`src/rtl/varredor_na.sv`:
```
// Open-node scan controller: streams every cost word of the open-node memory
// into the minimum comparator and captures the comparator's final minimum.
module varredor_na #(
    parameter int DATA_WIDTH     = 8,
    parameter int NUM_COMPARADOR = 8,
    parameter int NUM_GRUPOS     = 4,
    parameter int ADDR_WIDTH     = 2
) (
    input  logic                                 clk,
    input  logic                                 rst,
    input  logic                                 start_in,
    output logic                                 busy_out,
    output logic                                 done_out,
    output logic [DATA_WIDTH-1:0]                min_out,
    output logic                                 found_out,
    output logic                                 mem_rd_out,
    output logic [ADDR_WIDTH-1:0]                mem_addr_out,
    input  logic [DATA_WIDTH*NUM_COMPARADOR-1:0] mem_data_in,
    output logic                                 iniciar_out,
    output logic                                 atualizar_out,
    output logic [DATA_WIDTH*NUM_COMPARADOR-1:0] cmp_data_out,
    input  logic [DATA_WIDTH-1:0]                cmp_min_in
);

    localparam logic [DATA_WIDTH-1:0] EMPTY = '1;
    localparam logic [ADDR_WIDTH-1:0] LAST  = ADDR_WIDTH'(NUM_GRUPOS - 1);

    typedef enum logic [2:0] {
        S_IDLE,
        S_INIT,
        S_READ,
        S_DRAIN,
        S_DONE
    } state_t;

    state_t                state_q, state_d;
    logic [ADDR_WIDTH-1:0] addr_q, addr_d;
    logic                  atualizar_q, atualizar_d;
    logic                  done_q, done_d;
    logic                  found_q, found_d;
    logic [DATA_WIDTH-1:0] min_q, min_d;
    logic                  mem_rd;
    logic                  iniciar;

    always_comb begin
        state_d = state_q;
        addr_d  = addr_q;
        min_d   = min_q;
        found_d = found_q;
        done_d  = 1'b0;
        mem_rd  = 1'b0;
        iniciar = 1'b0;
        unique case (state_q)
            S_IDLE: begin
                addr_d = '0;
                if (start_in) state_d = S_INIT;
            end
            S_INIT: begin
                iniciar = 1'b1;
                mem_rd  = 1'b1;
                if (NUM_GRUPOS == 1) begin
                    state_d = S_DRAIN;
                    addr_d  = '0;
                end else begin
                    state_d = S_READ;
                    addr_d  = ADDR_WIDTH'(1);
                end
            end
            S_READ: begin
                mem_rd = 1'b1;
                if (addr_q == LAST) begin
                    state_d = S_DRAIN;
                    addr_d  = '0;
                end else begin
                    addr_d = addr_q + ADDR_WIDTH'(1);
                end
            end
            S_DRAIN: state_d = S_DONE;
            S_DONE: begin
                min_d   = cmp_min_in;
                found_d = (cmp_min_in != EMPTY);
                done_d  = 1'b1;
                state_d = S_IDLE;
            end
            default: state_d = S_IDLE;
        endcase
        // read data lags the strobe by one cycle, so the valid flag does too
        atualizar_d = mem_rd;
    end

    always_ff @(posedge clk) begin
        if (rst) begin
            state_q     <= S_IDLE;
            addr_q      <= '0;
            atualizar_q <= 1'b0;
            done_q      <= 1'b0;
            min_q       <= EMPTY;
            found_q     <= 1'b0;
        end else begin
            state_q     <= state_d;
            addr_q      <= addr_d;
            atualizar_q <= atualizar_d;
            done_q      <= done_d;
            min_q       <= min_d;
            found_q     <= found_d;
        end
    end

    assign busy_out      = (state_q != S_IDLE);
    assign done_out      = done_q;
    assign min_out       = min_q;
    assign found_out     = found_q;
    assign mem_rd_out    = mem_rd;
    assign mem_addr_out  = addr_q;
    assign iniciar_out   = iniciar;
    assign atualizar_out = atualizar_q;
    // the comparator samples every cycle; all-ones filler can never lower its min
    assign cmp_data_out  = atualizar_q ? mem_data_in : '1;

endmodule

```
`config.mk`:
```
export PLATFORM = sky130hd
export DESIGN_NAME = varredor_na
export DESIGN_NICKNAME = d
export VERILOG_FILES = /design/src/rtl/varredor_na.sv
export SDC_FILE = /design/constraint.sdc
export NUM_CORES = 1
export LEC_CHECK = 0
export BUFFER_PORTS_ARGS = -buffer_cell sky130_fd_sc_hd__clkbuf_2
export CORE_MARGIN = 5
export CORE_UTILIZATION = 33
export CTS_CLUSTER_DIAMETER = 50
export DETAILED_ROUTE_END_ITERATION = 16
export PLACE_DENSITY = 0.86
export RECOVER_POWER = 100
export SLEW_MARGIN = 20
export SYNTH_ARGS = -nofsm -noshare
export SYNTH_HDL_FRONTEND = slang
export SYNTH_SLANG_ARGS = --single-unit
```
`constraint.sdc`:
```
create_clock -name clk -period 2.6 [get_ports clk]
set_clock_uncertainty 0.2 [all_clocks]
set_input_delay 0.39 -clock clk [delete_from_list [all_inputs] [get_ports clk]]
set_output_delay 0.39 -clock clk [all_outputs]
set_load 0.05 [all_outputs]
```
* After elaboration in Yosys (flattened, before gate mapping)
Cells that the tools add are included.
W data, S select, Z words.
** Word-level totals
- Input port bits :: 75
- Bits in registers :: 16
- Logic and storage cells :: 29
- Output and inout bits :: 80
** Operators by class
- Multiplexer cells :: 9
- Reduce and logical (&&, ||, !) cells :: 5
- $add $sub $neg :: 1
- Equality and inequality tests :: 8
** Operators by type and width (number)
- $mux W64 :: 1
- $pmux W3 S4 :: 1
- $ne A8 B8 Y1 const B :: 1
- $eq A3 B2 Y1 const B :: 2
- $mux W3 :: 2
- $pmux W2 S3 :: 1
- $reduce_bool A3 Y1 :: 2
- $ne A2 B2 Y1 const B :: 2
- $eq A3 B1 Y1 const B :: 1
- $eq A3 B3 Y1 const B :: 1
- $logic_not A3 Y1 :: 1
- $mux W1 :: 3
- $add A2 B1 Y2 const B :: 1
- $eq A2 B2 Y1 const B :: 1
- $mux W2 :: 1
- $reduce_and A2 Y1 :: 1
- $reduce_or A2 Y1 :: 1

* Depth between registers and ports, before layout
Gate-level depths: netlist of run 1.
- Depth in word-level cells :: 3
- Depth in mapped cells :: 5
- Mapped depth without buffers :: 4

* Worst setup path after synthesis of run 1
Ideal clock, no wire load.
- Path type :: register to output
- Start :: register state_q[0]
- End :: output iniciar_out
- Data arrival time :: 1.647 ns
- Setup slack :: 0.363 ns
- Path buffers :: 1
- Data required time :: 2.010 ns
- Stages on the path, launching flop included :: 3
- Path through :: dfxtp_1 buf_6 nor3b_1
** On the way
- Cells in the longest elaborated chain, start to end :: 2
** RTL lines
- start: declaration :: RTL line 36 : state_t state_q, state_d;
- start signal: assignment :: RTL line 100 : state_q <= state_d;
- $eq A3 B1 Y1 :: RTL line 53 : unique case (state_q)
- $mux W1 :: RTL line 53
- end: declaration :: RTL line 19 : output logic iniciar_out,
Every way passes these cells.

* Worst setup path in the final report of run 1
- Start :: register atualizar_q, in the netlist atualizar_out
- End :: output atualizar_out
** RTL lines
- start: declaration :: RTL line 38 : logic atualizar_q, atualizar_d;
- start signal: assignment :: RTL line 102 : atualizar_q <= atualizar_d;
- end: declaration :: RTL line 20 : output logic atualizar_out,
No word-level cell between the ends.

==> summary.md, run 1 <==
| Metric | Value |
|---|---|
| Status | complete, no violations |
| Gr usage total | 0.160 |
| Iter 0 DRT Violations | 42 |
| Leading area contributor after synthesis | nand2b_1 |
| Core Region | 3280 µm² |
| Worst Tran Pin Value | 0.889 ns |
| Crit path capture type | output pin |
| Worst-Skew Late Latency | 0.29 ns |
| # resized after CTS | 0 |
| Register area share after synthesis | 0.290 |
| Via count | 1421 |
| # DRC | 0 |
| Largest family of logic cells by synthesized area | simple AND/OR/NAND/NOR gates |
| Power density over the cells | 488 nW/µm² |
| Num CTS Buffers | 3 |
| Final setup violation count | 0 |
| Die Ht | 67.8 µm |
| Syn nets | 211 |
| Initial core utilization | 0.336 |
| Fin crit share | 0.883 |
| Synth warn | 0 |
| Synth top area share | 0.363 |
| Die Width | 67.8 µm |
| Avg WL per Cell | 13.3 µm |
| Clk sinks | 16 |
| Worst vdd rail ir drop | 0.000283 V |
| Post-Synth XOR/XNOR Area | 0.00794 |
| Worst-path clk slew | 0.09 ns |
| CP required | 2.01 ns |
| Initial antenna violation count | 0 |
| IO Pins | 155 |
| RSZ-0062 raised after global routing | false |
| Final wirelength | 4.36 mm |
| Adder-cell share of the synthesized area | 0.0113 |
| Vias/cell | 4.32 |
| Area growth syn-to-layout | 65.1% |
| Ant diodes | 0 |
| CTS root buf | clkbuf_4 |
| Clock Tree Buf Depth | 2 |
| Finished Layout Cells | 329 |
| Largest net degree at the start of global routing | 38 |
| Post-placement cell count | 325 |
| Post-synthesis mux area share | 0.00907 |
| Syn avg cell area | 8.17 µm² |
| Vias in the first global route | 1229 |
| Pins Over Slew Limit | 0 |
| Cts hold-fix bufs | 0 |
| Fraction of layout cells with a size suffix above 1 | 0.322 |
| Synth Instances | 135 |
| Startpoint Class | register |
| Simple-gate share of the synthesized area | 0.512 |
| First-pass GRT wire length | 5.64 mm |
| Synth unique cells | 25 |
| Fin nets | 360 |
| Post-DRT Antenna Nets | 0 |
| Leakage | 0.000729 µW |
| Max_slew headroom | 0.404 |
| Post-synthesis register bit count | 16 |
| Tmin final | 2.30 ns |
| Largest cells by area after synthesis | nand2b_1 (36%), dfxtp_1 (29%), a211o_2 (5.4%) |
| CP arrival | 1.71 ns |
| Post-CTS Setup Bufs | 0 |
| Hold Vio Cnt, Final | 0 |
| Global route total overflow | 0 |
| Max-Cap Viols | 0 |
| GP Congestion | 0.751 |
| Port Buf Inserts | 154 |
| Worst Hold Class | input pin to register |
| Post-synthesis compound-gate area fraction | 0.108 |
| Die area | 4600 µm² |
| Mapped Area | 1100 µm² |
| Drt pass-1 iters | 4 |
| Row cnt | 21 |
| Critical path class | register to output pin |
| Filler cells | 359 |
| Setup TNS | 0 ns |
| H-tree levels | 1 |
| TritonCTS clock tree | yes |
| Worst Path Max Fanout | 37 |
| Maximum clock frequency | 0.435 GHz |
| Hpwl dp | 3.76 mm |
==> flip-flops by register name, indices dropped and copies added (netlist names) <==
register / count
min_out: 8
done_out: 1
atualizar_out: 1
mem_addr_out: 2
found_out: 1
state_q: 3
==> metal layers <==
metal	routed length, µm	GRT usage	up-vias
met1	1550	0.168	617
met2	2260	0.304	66
li1	-	-	731
met5	0	0	-
met3	487	0.0361	7
met4	64	0.0645	0
==> layout by cell type, fill, tap and decap left out <==
master,count
clkbuf_1,79
clkbuf_2,76
nand2b_1,64
dfxtp_1,15
nor2b_1,9
nor2_1,7
a211o_2,6
clkbuf_4,3
a211o_1,2
nor3_1,2
nand4_1,2
xnor2_1,1
nor3b_1,1
or3_1,1
nor3b_2,1
mux2i_1,1
nor4_1,1
nand3_1,1
o21a_1,1
a21oi_1,1
nor4bb_1,1
a21o_1,1
a32oi_1,1
nor2_2,1
a211oi_2,1
ha_1,1
dfxtp_2,1
clkbuf_8,1
buf_12,1
==> synth_stat cells, drive strengths merged <==
master / n
a211o: 8
a211oi: 1
a21o: 1
a21oi: 1
a32oi: 1
buf: 3
clkbuf: 9
dfxtp: 16
ha: 1
mux2i: 1
nand2b: 64
nand3: 1
nand4: 2
nor2: 8
nor2b: 9
nor3: 2
nor3b: 2
nor4: 1
nor4bb: 1
o21a: 1
or3: 1
xnor2: 1
==> report_power, final <==
group | switching, µW | internal (µW)
logic | 335 | 112
registers | 23.8 | 254
clock network | 79.0 | 85.4
total | 438 | 451
==> worst paths after layout <==
| check | start | to | slack (ns) | cells past startpoint |
|---|---|---|---|---|
| hold / removal | cmp_min_in[1] | min_out[1]$_SDFFE_PP1P_ | 0.12 | 2 |
| setup reg to reg | state_q[2]$_SDFFE_PP0P_ | found_out$_SDFFE_PP0P_ | 0.48 | 4 |
| hold reg to reg | mem_addr_out[1]$_SDFFE_PP0P_ | mem_addr_out[1]$_SDFFE_PP0P_ | 0.32 | 2 |
| setup / recovery | atualizar_out$_SDFF_PP0_ | atualizar_out | 0.30 | 2 |
==> stage by stage <==
step	worst slack [ns]	cell area, µm²	hold slack (ns)	utilization	total power, µW
after detailed placement	0.698	1890	0.314	0.576	752
after CTS	0.466	1930	0.111	0.587	917
after floorplan	0.363	1100	0.262	-	620
after global routing	0.230	1820	0.113	0.555	931
final	0.303	1820	0.116	0.555	889
after global placement	0.794	1890	0.303	0.576	747
==> kinds of logic after synthesis <==
logic type	Yosys count
AOI/OAI and AO/OA	13
muxes	1
DFF	16
and+or+nand+nor	91
xor gates and xnor gates	1
buffers and inverters	12
adders and majority gates	1
==> critical path, stage by stage, from the launching register on <==
cell and delay (ns):
dfxtp_2 0.67, buf_12 0.25, clkbuf_1 0.49
==> area by class of cell <==
class                   instances  area [µm²]  area share
repair buffers                156         697       0.383
flip-flops and latches         16         322       0.177
well taps                      46        57.6      0.0316
multi-input cells             107         709       0.389
clock buffers                   4        36.3      0.0199
Power figures use the tool's default switching activity.
==> run 2, diff against run 1 <==
--- a/config.mk
+++ b/config.mk
@@ -5,12 +5,12 @@
 export SDC_FILE = /design/constraint.sdc
 export NUM_CORES = 1
 export LEC_CHECK = 0
-export BUFFER_PORTS_ARGS = -buffer_cell sky130_fd_sc_hd__clkbuf_2
+export BUFFER_PORTS_ARGS = -buffer_cell sky130_fd_sc_hd__buf_2
 export CORE_MARGIN = 5
-export CORE_UTILIZATION = 33
+export CORE_UTILIZATION = 28
 export CTS_CLUSTER_DIAMETER = 50
 export DETAILED_ROUTE_END_ITERATION = 16
-export PLACE_DENSITY = 0.86
+export PLACE_DENSITY = 0.75
 export RECOVER_POWER = 100
 export SLEW_MARGIN = 20
 export SYNTH_ARGS = -nofsm -noshare
==> summary.md, run 2 (synthesis gave the netlist of run 1 again) <==
| Metric | Value |
|---|---|
| Status | complete, no violations |
| Most frequent cells in the layout | clkbuf_1 (79), buf_2 (76), nand2b_1 (64) |
| Drt pass-1 iters | 4 |
| Hpwl dp | 3.72 mm |
| Ant diodes | 0 |
| Total Power | 910 µW |
| Fraction of layout cells with a size suffix above 1 | 0.316 |
| TritonCTS clock tree | yes |
| Post-DRT Antenna Nets | 0 |
| Part of the power in the clock network | 0.202 |
| Worst Path Max Fanout | 52 |
| Avg WL per Cell | 13.3 µm |
| Iter 0 DRT Violations | 40 |
| RSZ-0062 raised after global routing | false |
| Flip-flop count of the largest register after layout | 8 |
| Largest net degree at the start of global routing | 53 |
| Reg2Reg Launch Point | state_q[2]$_SDFFE_PP0P_ |
| DP Area | 1900 µm² |
| First-pass GRT wire length | 6.18 mm |
| Hold Path Cell Cnt | 2 |
| Worst slack at placement | 0.776 ns |
| Fin nets | 360 |
| Hold Path End | min_out[0]$_SDFFE_PP1P_ |
| Setup slack after layout | 0.430 ns |
| Crit path capture type | output pin |
| Gr usage total | 0.146 |
| H-tree levels | 1 |
| Worst reg-to-reg path cell count | 4 |
| Startpoint Class | register |
| Setup TNS | 0 ns |
| Die Ht | 72.8 µm |
| IO Pins | 155 |
| CP peak stage delay | 0.62 ns |
| # resized after CTS | 0 |
| Crit-path slowest cell | dfxtp_1 |
| Tmin final | 2.17 ns |
| Finished Layout Cells | 330 |
| Post-placement cell count | 327 |
| Sw power | 442 µW |
| Max_slew headroom | 0.443 |
| Clock Tree Buf Depth | 2 |
| Fin crit share | 0.835 |
| Worst vdd rail ir drop | 0.000298 V |
| Die Width | 72.8 µm |
| Port Buf Inserts | 154 |
| Power density over the cells | 498 nW/µm² |
| # DRC | 0 |
| Core Region | 3740 µm² |
| Cts hold-fix bufs | 0 |
| Worst-path clk slew | 0.06 ns |
| CP arrival | 1.58 ns |
| Max-Cap Viols | 0 |
| Worst R2R Setup Slack | 0.56 ns |
| Row cnt | 22 |
| Vias in the first global route | 1331 |
| Global route total overflow | 0 |
| Maximum clock frequency | 0.461 GHz |
| Final wirelength | 4.38 mm |
| Min-Delay Startpoint | cmp_min_in[0] |
| Vias/cell | 4.30 |
| Hold Vio Cnt, Final | 0 |
| GP Congestion | 0.814 |
| Cells along the critical path | buf_12 > nand2b_1 > clkbuf_1 |
| Leakage | 0.000710 µW |
| Clk sinks | 16 |
| Final setup violation count | 0 |
| Worst-Skew Late Latency | 0.25 ns |
| Num CTS Buffers | 3 |
| Power Internal | 468 µW |
| Via count | 1419 |
| Worst R2R End | found_out$_SDFFE_PP0P_ |
| Critical path class | register to output pin |
| Worst Tran Pin Value | 0.832 ns |
| Most common cell after layout, fill and taps aside | clkbuf_1 |
| CTS root buf | clkbuf_8 |
| Worst Hold Class | input pin to register |
| Pins Over Slew Limit | 0 |
| Sequential fraction of design power | 0.298 |
| Finished Cell Area | 1830 µm² |
| CP required | 2.01 ns |
| Post-CTS Setup Bufs | 0 |
| Comb power frac | 0.500 |
| Switching Share | 0.485 |
| Initial core utilization | 0.295 |
| Area growth syn-to-layout | 65.6% |
| Die area | 5300 µm² |
| Initial antenna violation count | 0 |
[run 2: cell types whose count changed in the layout (fill, tap and decap cells not counted), sizes merged]
cell,delta
clkbuf,-77
buf,+76
[run 2: cell type report]
class,count,area (µm²)
clock buffer,3,41.3
fill,422,1920
multi-input combinational,107,709
sequential,16,320
tap,48,60.1
timing repair buffer,156,697
[run 2: worst max-delay path by stage]
stage	startpoint	to	slack, ns	depth (start not counted)
final	atualizar_out$_SDFF_PP0_	cmp_data_out[33]	0.43	3
after detailed placement	state_q[2]$_SDFFE_PP0P_	min_out[2]$_SDFFE_PP1P_	0.78	3
after floorplan	state_q[0]$_SDFFE_PP0P_	iniciar_out	0.36	2
after global placement	state_q[2]$_SDFFE_PP0P_	min_out[4]$_SDFFE_PP1P_	0.82	3
after global routing	state_q[2]$_SDFFE_PP0P_	found_out$_SDFFE_PP0P_	0.30	4
after CTS	state_q[0]$_SDFFE_PP0P_	iniciar_out	0.62	2
[run 2: power by group through the flow]
stage,combinational [µW],sequential [µW],clock (µW)
6_report,455,271,184
3_5_place_dp,474,278,0
2_1_floorplan,336,283,0
5_1_grt,482,273,197
3_3_place_gp,472,277,0
4_1_cts,475,272,187
[run 2: critical path, delay by kind of cell, from the launching register on]
kind,cells,cell delay [ns]
flops,1,0.62
buf+inv,2,0.60
simple gates,1,0.09
[run 2: per-stage QoR]
| step | hold slack, ns | utilization |
|---|---|---|
| 6_report | 0.161 | 0.488 |
| 5_1_grt | 0.169 | 0.488 |
| 4_1_cts | 0.161 | 0.517 |
| 3_5_place_dp | 0.314 | 0.506 |
| 3_3_place_gp | 0.300 | 0.506 |
| 2_1_floorplan | 0.262 | - |
[run 2: routing by layer]
| metal | part of all wire | global-route usage | vias to the layer above |
|---|---|---|---|
| met5 | 0 | 0 | - |
| met4 | 0.020 | 0.0492 | 0 |
| met3 | 0.12 | 0.0399 | 9 |
| met2 | 0.47 | 0.248 | 81 |
| met1 | 0.39 | 0.175 | 599 |
| li1 | - | - | 730 |
==> run 3, diff against run 2 <==
--- a/config.mk
+++ b/config.mk
@@ -5,12 +5,13 @@
 export SDC_FILE = /design/constraint.sdc
 export NUM_CORES = 1
 export LEC_CHECK = 0
+export ABC_AREA = 1
 export BUFFER_PORTS_ARGS = -buffer_cell sky130_fd_sc_hd__buf_2
 export CORE_MARGIN = 5
 export CORE_UTILIZATION = 28
 export CTS_CLUSTER_DIAMETER = 50
 export DETAILED_ROUTE_END_ITERATION = 16
-export PLACE_DENSITY = 0.75
+export PLACE_DENSITY = 0.76
 export RECOVER_POWER = 100
 export SLEW_MARGIN = 20
 export SYNTH_ARGS = -nofsm -noshare
==> constraint.sdc (replaced) <==
create_clock -name clk -period 1.9 [get_ports clk]
set_clock_uncertainty 0.2 [all_clocks]
set_input_delay 0.285 -clock clk [delete_from_list [all_inputs] [get_ports clk]]
set_output_delay 0.285 -clock clk [all_outputs]
set_load 0.05 [all_outputs]
==> summary.md, run 3 <==
| Metric | Value |
|---|---|
| Status | complete, no violations |
| Port Buf Inserts | 154 |
| Tmin final | 1.78 ns |
| Largest net degree at the start of global routing | 58 |
| Pins Over Slew Limit | 0 |
| Synth warn | 0 |
| Worst-path clk slew | 0.06 ns |
| Fin crit share | 0.935 |
| Setup TNS | 0 ns |
| Synth Instances | 222 |
| Largest cells by area after synthesis | nand2_1 (30%), dfxtp_1 (28%), inv_1 (23%) |
| Clock Tree Buf Depth | 2 |
| Global route total overflow | 0 |
| Iter 0 DRT Violations | 38 |
| Post-CTS Setup Bufs | 0 |
| Clk sinks | 16 |
| EDFF count, synth | 0 |
| Cts hold-fix bufs | 0 |
| CP Capture Point | cmp_data_out[63] |
| Area growth syn-to-layout | 70.5% |
| Die Ht | 74.5 µm |
| Worst-Skew Late Latency | 0.25 ns |
| # resized after CTS | 0 |
| Crit path capture type | output pin |
| Power density over the cells | 842 nW/µm² |
| Leakage | 0.00128 µW |
| Initial antenna violation count | 1 |
| Critical path class | register to output pin |
| Worst R2R End | min_out[6]$_SDFFE_PP1P_ |
| Cells along the critical path | buf_12 > nand2_1 > clkbuf_2 |
| Via count | 1664 |
| Gr usage total | 0.135 |
| # DRC | 0 |
| CP delay by family, top | buffers and inverters |
| Vias in the first global route | 1381 |
| Most common cell in the netlist | nand2_1 |
| Syn nets | 298 |
| Reg2Reg Launch Point | state_q[0]$_SDFFE_PP0P_ |
| Crit. Startpoint | atualizar_out$_SDFF_PP0_ |
| Startpoint Class | register |
| Vias/cell | 3.95 |
| Core Region | 4030 µm² |
| Initial core utilization | 0.289 |
| Final wirelength | 4.22 mm |
| Fraction of layout cells with a size suffix above 1 | 0.383 |
| Worst Path Max Fanout | 57 |
| Crit path buf inv count | 2 |
| Ant diodes | 0 |
| Register area share after synthesis | 0.275 |
| Asr flop ratio synth | 0 |
| Critical path depth | 3 |
| Worst reg-to-reg path cell count | 5 |
| TritonCTS clock tree | yes |
| Post-DRT Antenna Nets | 0 |
| H-tree levels | 1 |
| Most frequent cells in the layout | nand2_1 (93), buf_2 (76), inv_1 (72) |
| CP arrival | 1.29 ns |
| Max_slew headroom | 0.589 |
| Leading area contributor after synthesis | nand2_1 |
| Hold Vio Cnt, Final | 0 |
| Filler cells | 441 |
| Max-Cap Viols | 0 |
| Avg WL per Cell | 10.0 µm |
| Post-synthesis register bit count | 16 |
| Flip-flop count of the largest register after layout | 8 |
| Row cnt | 23 |
| Num CTS Buffers | 3 |
| Hpwl dp | 3.60 mm |
| Mapped Area | 1160 µm² |
| Worst Hold Class | input pin to register |
| Ys flop type | dfxtp_1 |
| Syn avg cell area | 5.24 µm² |
| Worst R2R Setup Slack | 0.37 ns |
| Most common cell after layout, fill and taps aside | nand2_1 |
| Synth top area share | 0.297 |
| Fin nets | 449 |
| Worst Tran Pin Value | 0.619 ns |
| Crit-path slowest cell | dfxtp_2 |
| CTS root buf | clkbuf_8 |
| First-pass GRT wire length | 5.99 mm |
| CP required | 1.41 ns |
| Maximum clock frequency | 0.563 GHz |
| GP Congestion | 0.784 |
| RSZ-0062 raised after global routing | false |
| Total Power | 1670 µW |
| Synth unique cells | 13 |
| Die area | 5550 µm² |
| Min-Delay Startpoint | cmp_min_in[1] |
| Worst vdd rail ir drop | 0.000698 V |
| CP peak stage delay | 0.44 ns |
| Drt pass-1 iters | 4 |
| Top cells by count, synth | nand2_1 (92), inv_1 (72), dfxtp_1 (16), nand3_1 (12) |
| IO Pins | 155 |
| Die Width | 74.5 µm |
| Final setup violation count | 0 |
run 3: cell types whose count changed after synthesis, sizes merged, moves of 3 or more:
cell	previous run	this run
nand2b	64	0
nand3	1	12
inv	0	72
a21oi	1	4
nor2b	9	0
clkbuf	9	0
nand2	0	94
buf	3	9
nand3b	0	3
a211o	8	0
run 3: area by class of cell:
class,instances,area (µm²),area share
repair buffers,155,767,0.387
multi-input cells,125,522,0.263
flip-flops and latches,16,322,0.162
well taps,50,62.6,0.0315
clock buffers,3,41.3,0.0208
inverters,72,270,0.136
run 3: where the power goes:
| group | internal [µW] | total, µW | switching [µW] | leakage, µW |
|---|---|---|---|---|
| Sequential | 360 | 391 | 30.9 | 0.000131 |
| Combinational | 229 | 1030 | 800 | 0.00113 |
| Clock | 141 | 251 | 110 | 0.0000216 |
run 3: worst register-to-register path, stage by stage (launching register included):
cell,delay (ns)
dfxtp_1,0.42
nor2_1,0.09
nand2_1,0.30
inv_1,0.20
nand2_1,0.11
nand3_1,0.08
run 3: cell families (layout without fill, tap and decap cells):
logic type,after synthesis,after routing,share of synthesized area
AO/OA/AOI/OAI,4,4,0.0172
adder cells (fa/ha/maj),1,1,0.0108
buffers and inverters,81,230,0.276
flip-flops,16,16,0.275
AND/OR/NAND/NOR,120,120,0.420
run 3: metal layers:
metal | GRT usage | vias up | routed length (µm)
met5 | 0 | - | 13
met4 | 0.0415 | 2 | 44
met3 | 0.0365 | 7 | 565
met2 | 0.260 | 81 | 2090
met1 | 0.141 | 663 | 1500
li1 | - | 911 | -
run 3: worst min-delay path by stage:
stage | endpoint | slack [ns] | cells after the start
final | min_out[1]$_SDFFE_PP1P_ | 0.05 | 3
after global placement | min_out[7]$_SDFFE_PP1P_ | 0.24 | 2
after detailed placement | min_out[7]$_SDFFE_PP1P_ | 0.24 | 2
after floorplan | atualizar_out$_SDFF_PP0_ | 0.15 | 1
after CTS | min_out[1]$_SDFFE_PP1P_ | 0.05 | 3
after global routing | min_out[1]$_SDFFE_PP1P_ | 0.06 | 3
run 3: per-stage QoR:
step           instance area (µm²)  hold slack [ns]  instances   util  setup WS (ns)
5_1_grt                       1980           0.0576        421  0.493         0.0479
3_3_place_gp                  1970            0.238        418  0.488          0.413
6_report                      1980           0.0494        421  0.493          0.123
3_5_place_dp                  1970            0.238        418  0.488          0.361
4_1_cts                       2010           0.0472        421  0.498         0.0858
2_1_floorplan                 1160            0.154        222      -         0.0552
